[src/rtl/rca_pkg.sv]
// rca_pkg
//   Shared types and helpers for the ripple-carry-adder result collector.
//   - RCA_WIDTH_DEFAULT / RCA_CNT_W_DEFAULT : default operand and tag widths
//   - rca_result_t : {cout, sum} as produced by the adder (default widths)
//   - rca_entry_t  : {seq, result} as stored in the result FIFO (default widths)
//   - sat_inc      : saturating increment used by the status counters
package rca_pkg;

  localparam int RCA_WIDTH_DEFAULT = 4;
  localparam int RCA_CNT_W_DEFAULT = 8;

  typedef struct packed {
    logic                         cout;
    logic [RCA_WIDTH_DEFAULT-1:0] sum;
  } rca_result_t;

  typedef struct packed {
    logic [RCA_CNT_W_DEFAULT-1:0] seq;
    rca_result_t                  result;
  } rca_entry_t;

  // Increment 'value' unless it already equals the all-ones pattern of a
  // 'width'-bit counter. Callers truncate the result back to their width.
  function automatic logic [31:0] sat_inc(input logic [31:0] value, input int width);
    logic [31:0] max_v;
    max_v = (width >= 32) ? 32'hFFFF_FFFF : ((32'd1 << width) - 32'd1);
    if (value >= max_v) begin
      sat_inc = max_v;
    end else begin
      sat_inc = value + 32'd1;
    end
  endfunction

endpackage

[src/rtl/rca_sync_fifo.sv]
// rca_sync_fifo
//   Synchronous first-word-fall-through FIFO, DEPTH entries of entry_t.
//   Ports:
//     clk, rst        : clock, asynchronous active-high reset (clears pointers)
//     push, wdata     : write request and data; ignored when full unless a
//                       pop is accepted in the same cycle
//     pop             : read request; ignored when empty
//     rdata           : head entry, read combinationally from storage
//     full, empty     : occupancy flags
//     level           : number of stored entries (0..DEPTH)
//   There is no empty-bypass: a push into an empty FIFO becomes visible on
//   rdata only after the write edge.
module rca_sync_fifo
  import rca_pkg::*;
#(
  parameter int  DEPTH   = 4,
  parameter type entry_t = logic [7:0],
  parameter int  PTR_W   = $clog2(DEPTH) + 1
) (
  input  logic             clk,
  input  logic             rst,
  input  logic             push,
  input  logic             pop,
  input  entry_t           wdata,
  output entry_t           rdata,
  output logic             full,
  output logic             empty,
  output logic [PTR_W-1:0] level
);

  localparam int AW = PTR_W - 1;

  logic [PTR_W-1:0] wr_ptr_r;
  logic [PTR_W-1:0] rd_ptr_r;
  entry_t           mem_r [DEPTH];
  logic             push_ok_s;
  logic             pop_ok_s;

  // Flags, level, head readout and qualified push/pop strobes.
  // Pointers carry one extra wrap bit: equal pointers mean empty, pointers
  // differing only in the wrap bit mean full.
  always_comb begin
    empty     = (wr_ptr_r == rd_ptr_r);
    full      = (wr_ptr_r[AW] != rd_ptr_r[AW]) &&
                (wr_ptr_r[AW-1:0] == rd_ptr_r[AW-1:0]);
    level     = wr_ptr_r - rd_ptr_r;
    pop_ok_s  = pop && !empty;
    push_ok_s = push && (!full || pop_ok_s);
    rdata     = mem_r[rd_ptr_r[AW-1:0]];
  end

  // Pointer registers.
  always_ff @(posedge clk or posedge rst) begin
    if (rst) begin
      wr_ptr_r <= '0;
      rd_ptr_r <= '0;
    end else begin
      if (push_ok_s) begin
        wr_ptr_r <= wr_ptr_r + PTR_W'(1);
      end
      if (pop_ok_s) begin
        rd_ptr_r <= rd_ptr_r + PTR_W'(1);
      end
    end
  end

  // Storage write; contents are don't-care until written, so no reset.
  always_ff @(posedge clk) begin
    if (push_ok_s) begin
      mem_r[wr_ptr_r[AW-1:0]] <= wdata;
    end
  end

endmodule

[src/rtl/rca_result_collector.sv]
// rca_result_collector
//   Downstream stage of a pipelined ripple-carry adder. A valid flag is
//   re-timed through a LATENCY-deep delay line so each {Cout, Sum} is
//   captured on the cycle it leaves the adder. Captured results are tagged
//   with a sequence number and queued in a small FWFT FIFO.
//   Ports:
//     Clock, Reset        : clock, asynchronous active-high reset
//     InValid             : operands launched into the adder this cycle
//     Sum, Cout           : adder outputs
//     OutValid, OutReady  : valid/ready handshake on the FIFO head
//     OutData, OutSeq     : head entry {Cout, Sum} and its sequence tag
//     Level               : FIFO occupancy
//     CarryCount          : arrivals with Cout=1 (saturating)
//     DropCount           : arrivals lost to a full FIFO (saturating)
module rca_result_collector
  import rca_pkg::*;
#(
  parameter int WIDTH   = RCA_WIDTH_DEFAULT,
  parameter int LATENCY = 4,
  parameter int DEPTH   = 4,
  parameter int CNT_W   = RCA_CNT_W_DEFAULT
) (
  input  logic                     Clock,
  input  logic                     Reset,
  input  logic                     InValid,
  input  logic [WIDTH-1:0]         Sum,
  input  logic                     Cout,
  output logic                     OutValid,
  input  logic                     OutReady,
  output logic [WIDTH:0]           OutData,
  output logic [CNT_W-1:0]         OutSeq,
  output logic [$clog2(DEPTH):0]   Level,
  output logic [CNT_W-1:0]         CarryCount,
  output logic [CNT_W-1:0]         DropCount
);

  localparam int LVL_W = $clog2(DEPTH) + 1;

  // Same layout as rca_result_t / rca_entry_t, sized by this instance.
  typedef struct packed {
    logic             cout;
    logic [WIDTH-1:0] sum;
  } result_t;

  typedef struct packed {
    logic [CNT_W-1:0] seq;
    result_t          result;
  } entry_t;

  logic [LATENCY-1:0] vdly_r;
  logic [CNT_W-1:0]   seq_r;
  logic [CNT_W-1:0]   carry_count_r;
  logic [CNT_W-1:0]   drop_count_r;

  logic               arr_v_s;
  logic               pop_s;
  logic               push_s;
  logic               drop_s;
  logic               fifo_full_s;
  logic               fifo_empty_s;
  logic [LVL_W-1:0]   fifo_level_s;
  entry_t             wr_entry_s;
  entry_t             rd_entry_s;

  // Valid delay line: stage 0 samples InValid, the last stage marks arrival.
  always_ff @(posedge Clock or posedge Reset) begin
    if (Reset) begin
      vdly_r <= '0;
    end else begin
      vdly_r[0] <= InValid;
      for (int i = 1; i < LATENCY; i++) begin
        vdly_r[i] <= vdly_r[i-1];
      end
    end
  end

  // Push/drop decision. A full FIFO still accepts an arrival when the head
  // is popped on the same edge, so the slot freed by the pop is reused.
  always_comb begin
    arr_v_s           = vdly_r[LATENCY-1];
    pop_s             = !fifo_empty_s && OutReady;
    push_s            = arr_v_s && (!fifo_full_s || pop_s);
    drop_s            = arr_v_s && fifo_full_s && !pop_s;
    wr_entry_s.seq    = seq_r;
    wr_entry_s.result = '{cout: Cout, sum: Sum};
  end

  // Sequence tag and saturating status counters. The tag advances on every
  // arrival, dropped or not, so gaps in OutSeq reveal drops.
  always_ff @(posedge Clock or posedge Reset) begin
    if (Reset) begin
      seq_r         <= '0;
      carry_count_r <= '0;
      drop_count_r  <= '0;
    end else begin
      if (arr_v_s) begin
        seq_r <= seq_r + CNT_W'(1);
        if (Cout) begin
          carry_count_r <= CNT_W'(sat_inc(32'(carry_count_r), CNT_W));
        end
      end
      if (drop_s) begin
        drop_count_r <= CNT_W'(sat_inc(32'(drop_count_r), CNT_W));
      end
    end
  end

  rca_sync_fifo #(
    .DEPTH   (DEPTH),
    .entry_t (entry_t),
    .PTR_W   (LVL_W)
  ) u_fifo (
    .clk   (Clock),
    .rst   (Reset),
    .push  (push_s),
    .pop   (pop_s),
    .wdata (wr_entry_s),
    .rdata (rd_entry_s),
    .full  (fifo_full_s),
    .empty (fifo_empty_s),
    .level (fifo_level_s)
  );

  // Output mapping; head data comes straight from FIFO storage.
  always_comb begin
    OutValid   = !fifo_empty_s;
    OutData    = rd_entry_s.result;
    OutSeq     = rd_entry_s.seq;
    Level      = fifo_level_s;
    CarryCount = carry_count_r;
    DropCount  = drop_count_r;
  end

endmodule

[config.mk]
export PLATFORM = sky130hd
export DESIGN_NAME = rca_result_collector
export DESIGN_NICKNAME = d
export VERILOG_FILES = /design/src/rtl/rca_pkg.sv /design/src/rtl/rca_sync_fifo.sv /design/src/rtl/rca_result_collector.sv
export SDC_FILE = /design/constraint.sdc
export NUM_CORES = 1
export LEC_CHECK = 0
export CAP_MARGIN = 20
export CORE_ASPECT_RATIO = 1.1
export CORE_MARGIN = 2
export CORE_UTILIZATION = 45
export CTS_CLUSTER_SIZE = 25
export DETAILED_ROUTE_END_ITERATION = 7
export GPL_TIMING_DRIVEN = 1
export PLACE_DENSITY = 0.77
export SYNTH_ARGS = -nofsm -noshare
export SYNTH_HDL_FRONTEND = slang
export SYNTH_HIERARCHICAL = 1
export SYNTH_SLANG_ARGS = --single-unit
export TNS_END_PERCENT = 30
[constraint.sdc]
create_clock -name Clock -period 2.7 [get_ports Clock]
set_input_delay 0.54 -clock Clock [delete_from_list [all_inputs] [get_ports Clock]]
set_output_delay 0.54 -clock Clock [all_outputs]
set_load 0.005 [all_outputs]
### Yosys cells after proc, flatten, opt, wreduce, memory -nomap -nowiden

Memories as Yosys holds them, arrays and structs flattened.
Cells that the tools add are included.

* memory bits (writable): 52
* register bits after elaboration: 34
* memories kept: 1
* word-level logic and storage cells: 35
* bits of input ports: 9

Memories
* u_fifo.mem_r: words 4, width 13, read ports 1, clocked after memory_dff 0, wr ports 1, line rca_sync_fifo.sv:35 `entry_t mem_r [DEPTH];`

* eq/ne operators: 3
* magnitude comparators: 2
* mux-type cells: 4
* reduce and logical (&&, ||, !) cells: 13
* add/subtract/negate cells: 6

Operators with widths (number)
* 8-bit by 1-bit adder with 8-bit output, second input constant: 3
* 8-bit >= comparator, second input constant: 2
* 8-bit two-way mux: 2
* 1-bit logical AND: 7
* 3-bit by 1-bit adder with 3-bit output, second input constant: 2
* 3-bit equality test: 1
* 1-bit logical NOT: 3
* 3-bit subtractor: 1
* 2-bit equality test: 1
* 1-bit logical OR: 2
* 1-bit two-way mux: 2
* 2-bit AND reduction: 1
* 1-bit != test: 1

### Longest topological paths before layout

* word-level depth: 8
* depth in mapped cells: 11
* mapped depth without buffers: 9

### By module

Netlist, hierarchy kept.

Modules (own cells, without submodules)
* rca_sync_fifo: seq. area each 1711.6 um^2, area each 2333.5 um^2, cells each 114, instances 1
* rca_result_collector: seq. area each 700.7 um^2, area each 1326.3 um^2, cells each 125, instances 1

### Least setup slack after synthesis

No wires, ideal clock.

* path type: reg2reg
* start: reg u_fifo.rd_ptr_r[1]
* end: mem u_fifo/mem_r[0][0] (netlist bit), enable pin
* path slack: 14 ps
* arrival: 2362 ps
* cell stages (with the launch flop): 11
* path buffers: 2
* library setup time: 324 ps
* clock period less this slack: 2686 ps
* path through: dfrtp_1 clkbuf_1 inv_1 ha_1 nand2_1 nor2_1 nand2b_2 buf_6 a21boi_0 o21a_2 and2_2

* cells in the longest elaborated chain, start to end: 8
* elaborated cells on any way between the ends: 13
* those cells by class: eq/ne: 2; mux: 2; reduce/logical: 9

Ends and longest elaborated chain
* from (decl): line rca_sync_fifo.sv:34 `logic [PTR_W-1:0] rd_ptr_r;`
* from (signal assigned): line rca_sync_fifo.sv:62 `rd_ptr_r <= rd_ptr_r + PTR_W'(1);`
* 3-bit equality test: line rca_sync_fifo.sv:43 `empty = (wr_ptr_r == rd_ptr_r);`
* net fifo_empty_s: line rca_result_collector.sv:60 `logic fifo_empty_s;`
* 1-bit logical NOT: line rca_result_collector.sv:81 `pop_s = !fifo_empty_s && OutReady;`
* 1-bit logical AND: line rca_result_collector.sv:81
* 1-bit logical OR: line rca_result_collector.sv:82 `push_s = arr_v_s && (!fifo_full_s || pop_s);`
* 1-bit logical AND: line rca_result_collector.sv:82
* net push_s: line rca_result_collector.sv:57 `logic push_s;`
* 1-bit logical AND: line rca_sync_fifo.sv:48 `push_ok_s = push && (!full || pop_ok_s);`
* 1-bit two-way mux: line rca_sync_fifo.sv:69 `if (push_ok_s) begin`
* 1-bit two-way mux (not written as such): line rca_sync_fifo.sv:70 `mem_r[wr_ptr_r[AW-1:0]] <= wdata;`
* to (decl): line rca_sync_fifo.sv:35

The timed path passes the listed nets, and every way through them passes these cells.

### Worst setup path after layout

* start: reg u_fifo.wr_ptr_r[0]
* end: mem u_fifo/mem_r[2][3] (netlist bit), enable pin

* cells in the longest elaborated chain, start to end: 8
* elaborated cells on any way between the ends: 13
* those cells by class: eq/ne: 2; mux: 2; reduce/logical: 9

Ends and longest elaborated chain
* from (decl): line rca_sync_fifo.sv:33 `logic [PTR_W-1:0] wr_ptr_r;`
* from (signal assigned): line rca_sync_fifo.sv:59 `wr_ptr_r <= wr_ptr_r + PTR_W'(1);`
* 3-bit equality test: line rca_sync_fifo.sv:43
* net fifo_empty_s: line rca_result_collector.sv:60
* 1-bit logical NOT: line rca_result_collector.sv:81
* 1-bit logical AND: line rca_result_collector.sv:81
* 1-bit logical OR: line rca_result_collector.sv:82
* 1-bit logical AND: line rca_result_collector.sv:82
* net push_s: line rca_result_collector.sv:57
* 1-bit logical AND: line rca_sync_fifo.sv:48
* 1-bit two-way mux: line rca_sync_fifo.sv:69
* 1-bit two-way mux (not written as such): line rca_sync_fifo.sv:70

The timed path passes the listed nets, and every way through them passes these cells.

==> results by stage <==
Placed design:
- The number of input and output port buffers inserted is 41.
- The placement-stage cell area is 0.00420 mm².
- After legalization and detailed placement, the total HPWL measured 4210 µm.
- The number of placed instances with taps included is 386.
- The final weighted congestion of routability-driven global placement is approximately 0.86.

Clock network:
- The number of setup buffers added after CTS is 0.
- TritonCTS built the clock tree.
- The CTS H-tree depth is 3.
- The number of buffers inserted during clock tree synthesis is 9.
- The clock drives 86 sinks.
- No sink is reached through more buffers than the 2 on the longest clock path.
- The clock root buffer master is sky130_fd_sc_hd__clkbuf_8.
- After clock tree synthesis, the clock-pin slew on the worst setup and hold paths is 0.08 ns.
- Clock latency on the worst-skew pair, taken at its later pin, is 0.34 ns.

Setup path:
- The critical path depth in cells is 8.
- For the worst setup path, the data required time is 2.71 ns.
- For this run, the slowest stage of the critical path takes 0.40 ns.
- The critical path goes through inv_2 -> ha_1 -> nand2_1 -> nor2_1 -> nand2b_2 -> a21boi_0 -> o21a_2 -> and2_2.
- The element type at the critical path end is a flip-flop.
- In this run the critical register-to-register path is captured at u_fifo/mem_r[2][3]$_DFFE_PP_.
- STA classifies the critical path startpoint as a flip-flop.
- The origin of the critical flop-to-flop path is u_fifo/wr_ptr_r[0]$_DFFE_PP0P_.
- The number of buffers and inverters on the critical path is 1.
- The worst reg2reg path depth is 8.
- The cell family contributing the most delay on the critical path is simple AND/OR/NAND/NOR gates.
- The startpoint-to-endpoint class of the critical path is reg -> reg.
- Data arrives at the worst endpoint at 2.61 ns.
- The slack of the worst reg-to-reg path is about 0.094 ns.
- In this run the worst setup path begins at u_fifo/wr_ptr_r[0]$_DFFE_PP0P_.
- The endpoint of the worst setup timing path is u_fifo/mem_r[2][3]$_DFFE_PP_.
- Among all stages on the critical path, the largest delay is contributed by sky130_fd_sc_hd__dfrtp_1.
- In this run the worst path has a maximum fanout of 13.

GRT:
- For this run the aggregate overflow at the end of global routing stands at 0.
- The number of antenna violations at the first check in global routing is 0.
- The global-route usage over all layers is 15.1%.
- The via count of the first global-routing pass is roughly 2100.
- The first global-routing pass estimated 10500 µm of wire.
- Entering global routing, the biggest net connects 29 pins.

Yosys:
- Summing the areas of all and, or, nand and nor instances in the mapped netlist gives 9.09% of the synthesized area.
- Counting flops with an async set or reset pin after synthesis yields a share of 39.5%.
- The XOR/XNOR share of the synthesized area is 3.35%.
- The largest family of logic cells by synthesized area is multiplexers.
- The number of different library cells used by synthesis comes to 45.
- The summed instance area of the synthesized netlist is 0.00366 mm².
- In the synthesized netlist, the number of instances is 239.
- The post-synthesis average cell area is 15.3 µm².
- The synthesized netlist devotes under 10% of its cell area to compound gates.
- The post-synth net total is 259.
- The post-synthesis sequential element count is 86.
- In the synthesized netlist, mux cells make up 10.5% of the area.
- Of the total synthesized cell area, the portion taken by full adders, half adders and majority gates is 3.97%.
- During synthesis, Yosys emitted a total of 6 warnings.
- The portion of the post-synthesis area used by sequential elements is 65.9%.
- Counting flops with a built-in enable in the synthesized netlist gives 52.
- In the synthesized netlist the dominant register cell turns out to be sky130_fd_sc_hd__edfxtp_1.

Hold path:
- The worst hold-check path type is reg -> reg.

Timing:
- For the pin with the worst max-slew slack, the measured transition is 0.430 ns.
- The hold violation total from the final report is 0.
- Derived from the worst setup path, the maximum achievable clock frequency is 0.384 GHz.
- The smallest clock period supported by the final layout is computed as 2.61 ns.
- The number of endpoints failing setup at the final stage is 0.
- The final sum of negative setup slack is 0 ns.
- The smallest hold slack is 0.352 ns.
- The clock arrives with 0.0101 ns of skew.
- Measured against its own limit, the worst slew margin works out to 71.0%.
- Setup repair after global routing could not meet its margin everywhere.
- In the finished design, the share of the clock period the worst path needs comes to 96.5%.
- The number of pins with negative max-slew slack in the final report is 0.

Floorplanning:
- The floorplan step defined a die boundary enclosing ~0.0089 mm².
- The horizontal die dimension is ~90 µm.
- The starting density of the core is 46.3%.
- The number of placed I/O pins is between 40 and 50.
- The core region is 0.00791 mm².
- The floorplan has 34 rows.
- The die is between 90 and 100 µm tall.

Final layout:
- 0 antenna diodes ended up in the layout.
- In the layout the commonest cells are sky130_fd_sc_hd__edfxtp_1, sky130_fd_sc_hd__clkdlybuf4s50_1, sky130_fd_sc_hd__dfrtp_1.
- Compared with the post-synthesis result, the final layout area differs by 20.7%.
- The share of post-route cells with drive strength above 1 is 15.4%.
- In the final design database the tool counted 309 nets.
- The final standard cell count with taps included and fillers excluded is 401.
- The final instance area is 0.00442 mm².
- Leaving out fill and tap cells, the most frequent cell in the layout is sky130_fd_sc_hd__edfxtp_1.

Route:
- The via count normalized by instance count is 5.29.
- The post-detailed-route DRC marker count is 0.
- After detailed routing, the average wire length per cell comes to 15.7 µm.
- For this block, the via count after detailed routing is 2123.
- The total routed wirelength is roughly 6300 µm.
- The post-route antenna net violation count is 0.
- The first-pass iteration count of the detailed router is 4.
- The number of DRC markers after the initial detailed-route iteration is roughly 140.

Power and ir drop:
- The worst-case IR drop observed on VDD is between 0.3 and 0.4 mV.
- The overall power after layout is slightly below 0.005 W.
- For this design the ratio of total power to cell area is 1120 mW/mm².
- Summed over all cells, the static leakage comes to 1.68 nW.

Run:
- The reported max-cap violation count is 0.

Run status:
- The flow ran to the end, and the final reports show no timing, DRC or antenna violations.
## stage by stage
| stage | util [%] | setup slack [ns] |
|---|---|---|
| after CTS | 55.8 | 0.0185 |
| after global routing | 55.8 | -0.0549 |
| after global placement | 53.1 | 0.222 |
| final | 55.8 | 0.0943 |
| after floorplan | - | 0.0135 |
| after detailed placement | 53.1 | 0.0850 |
## flip-flops by register name, summed over array words and instances, names as in the netlist
name,count
u_fifo/mem_r,52
CarryCount,8
DropCount,8
seq_r,8
vdly_r,4
u_fifo/rd_ptr_r,3
u_fifo/wr_ptr_r,3
## per-layer routing
metal  vias up  part of all wire [%]  track usage [%]
met1      1056                    44             19.8
met2        56                    51             25.4
li1       1003                     -                -
met4         0                  0.87             4.62
met3         8                   4.5             3.52
met5         -                     0                0
## power breakdown
part | total (W) | internal, W | leakage [nW] | switching [W]
combinational | 0.00186 | 0.00106 | 0.666 | 0.000804
sequential | 0.00214 | 0.00184 | 0.900 | 0.000293
clock | 0.000947 | 0.000516 | 0.109 | 0.000431
total | 0.00494 | 0.00342 | 1.68 | 0.00153
## layout make-up
class                      instances  area, µm²
clock inverter                     6       87.6
inverter                          12       47.5
sequential                        86       2410
fill                             638       3500
multi-input combinational        134       1160
timing repair buffer              46        450
clock buffer                       9        124
tap                              108        135
## synthesized netlist by cell type (all sizes together), types with 6 or more instances
cell,count,area (µm²)
edfxtp,52,1560
dfrtp,34,851
nand2,15,56.3
mux4,13,293
inv,12,47.6
nand3,12,60.1
ha,10,125
xnor2,7,61.3
xor2,7,61.3
buf,6,38.8
mux2,6,71.3
o21ai,6,30.0
## how the worst min path moves through the flow
stage                        startpoint                        endpoint  cells after the start
global route        vdly_r[2]$_DFF_PP0_             vdly_r[3]$_DFF_PP0_                      0
CTS                 vdly_r[1]$_DFF_PP0_             vdly_r[2]$_DFF_PP0_                      0
finish              vdly_r[1]$_DFF_PP0_             vdly_r[2]$_DFF_PP0_                      0
floorplan                         Reset  u_fifo/rd_ptr_r[0]$_DFFE_PP0P_                      1
global placement    vdly_r[0]$_DFF_PP0_             vdly_r[1]$_DFF_PP0_                      0
detailed placement  vdly_r[1]$_DFF_PP0_             vdly_r[2]$_DFF_PP0_                      0
## cell families (layout without fill, tap and decap cells)
family,after synthesis,after routing
muxes,21,21
AOI/OAI and AO/OA,26,26
xor gates and xnor gates,14,14
adders and majority gates,11,11
and+or+nand+nor,62,62
DFF,86,86
buffers and inverters,19,73
## what timing repair did
| action | CTS | global route |
|---|---|---|
| endpoints found under the setup margin | 0 | 53 |
| gates resized for setup | 0 | 4 |
| hold buffers | 0 | 0 |
No activity file was read; power rests on OpenSTA's default activity.
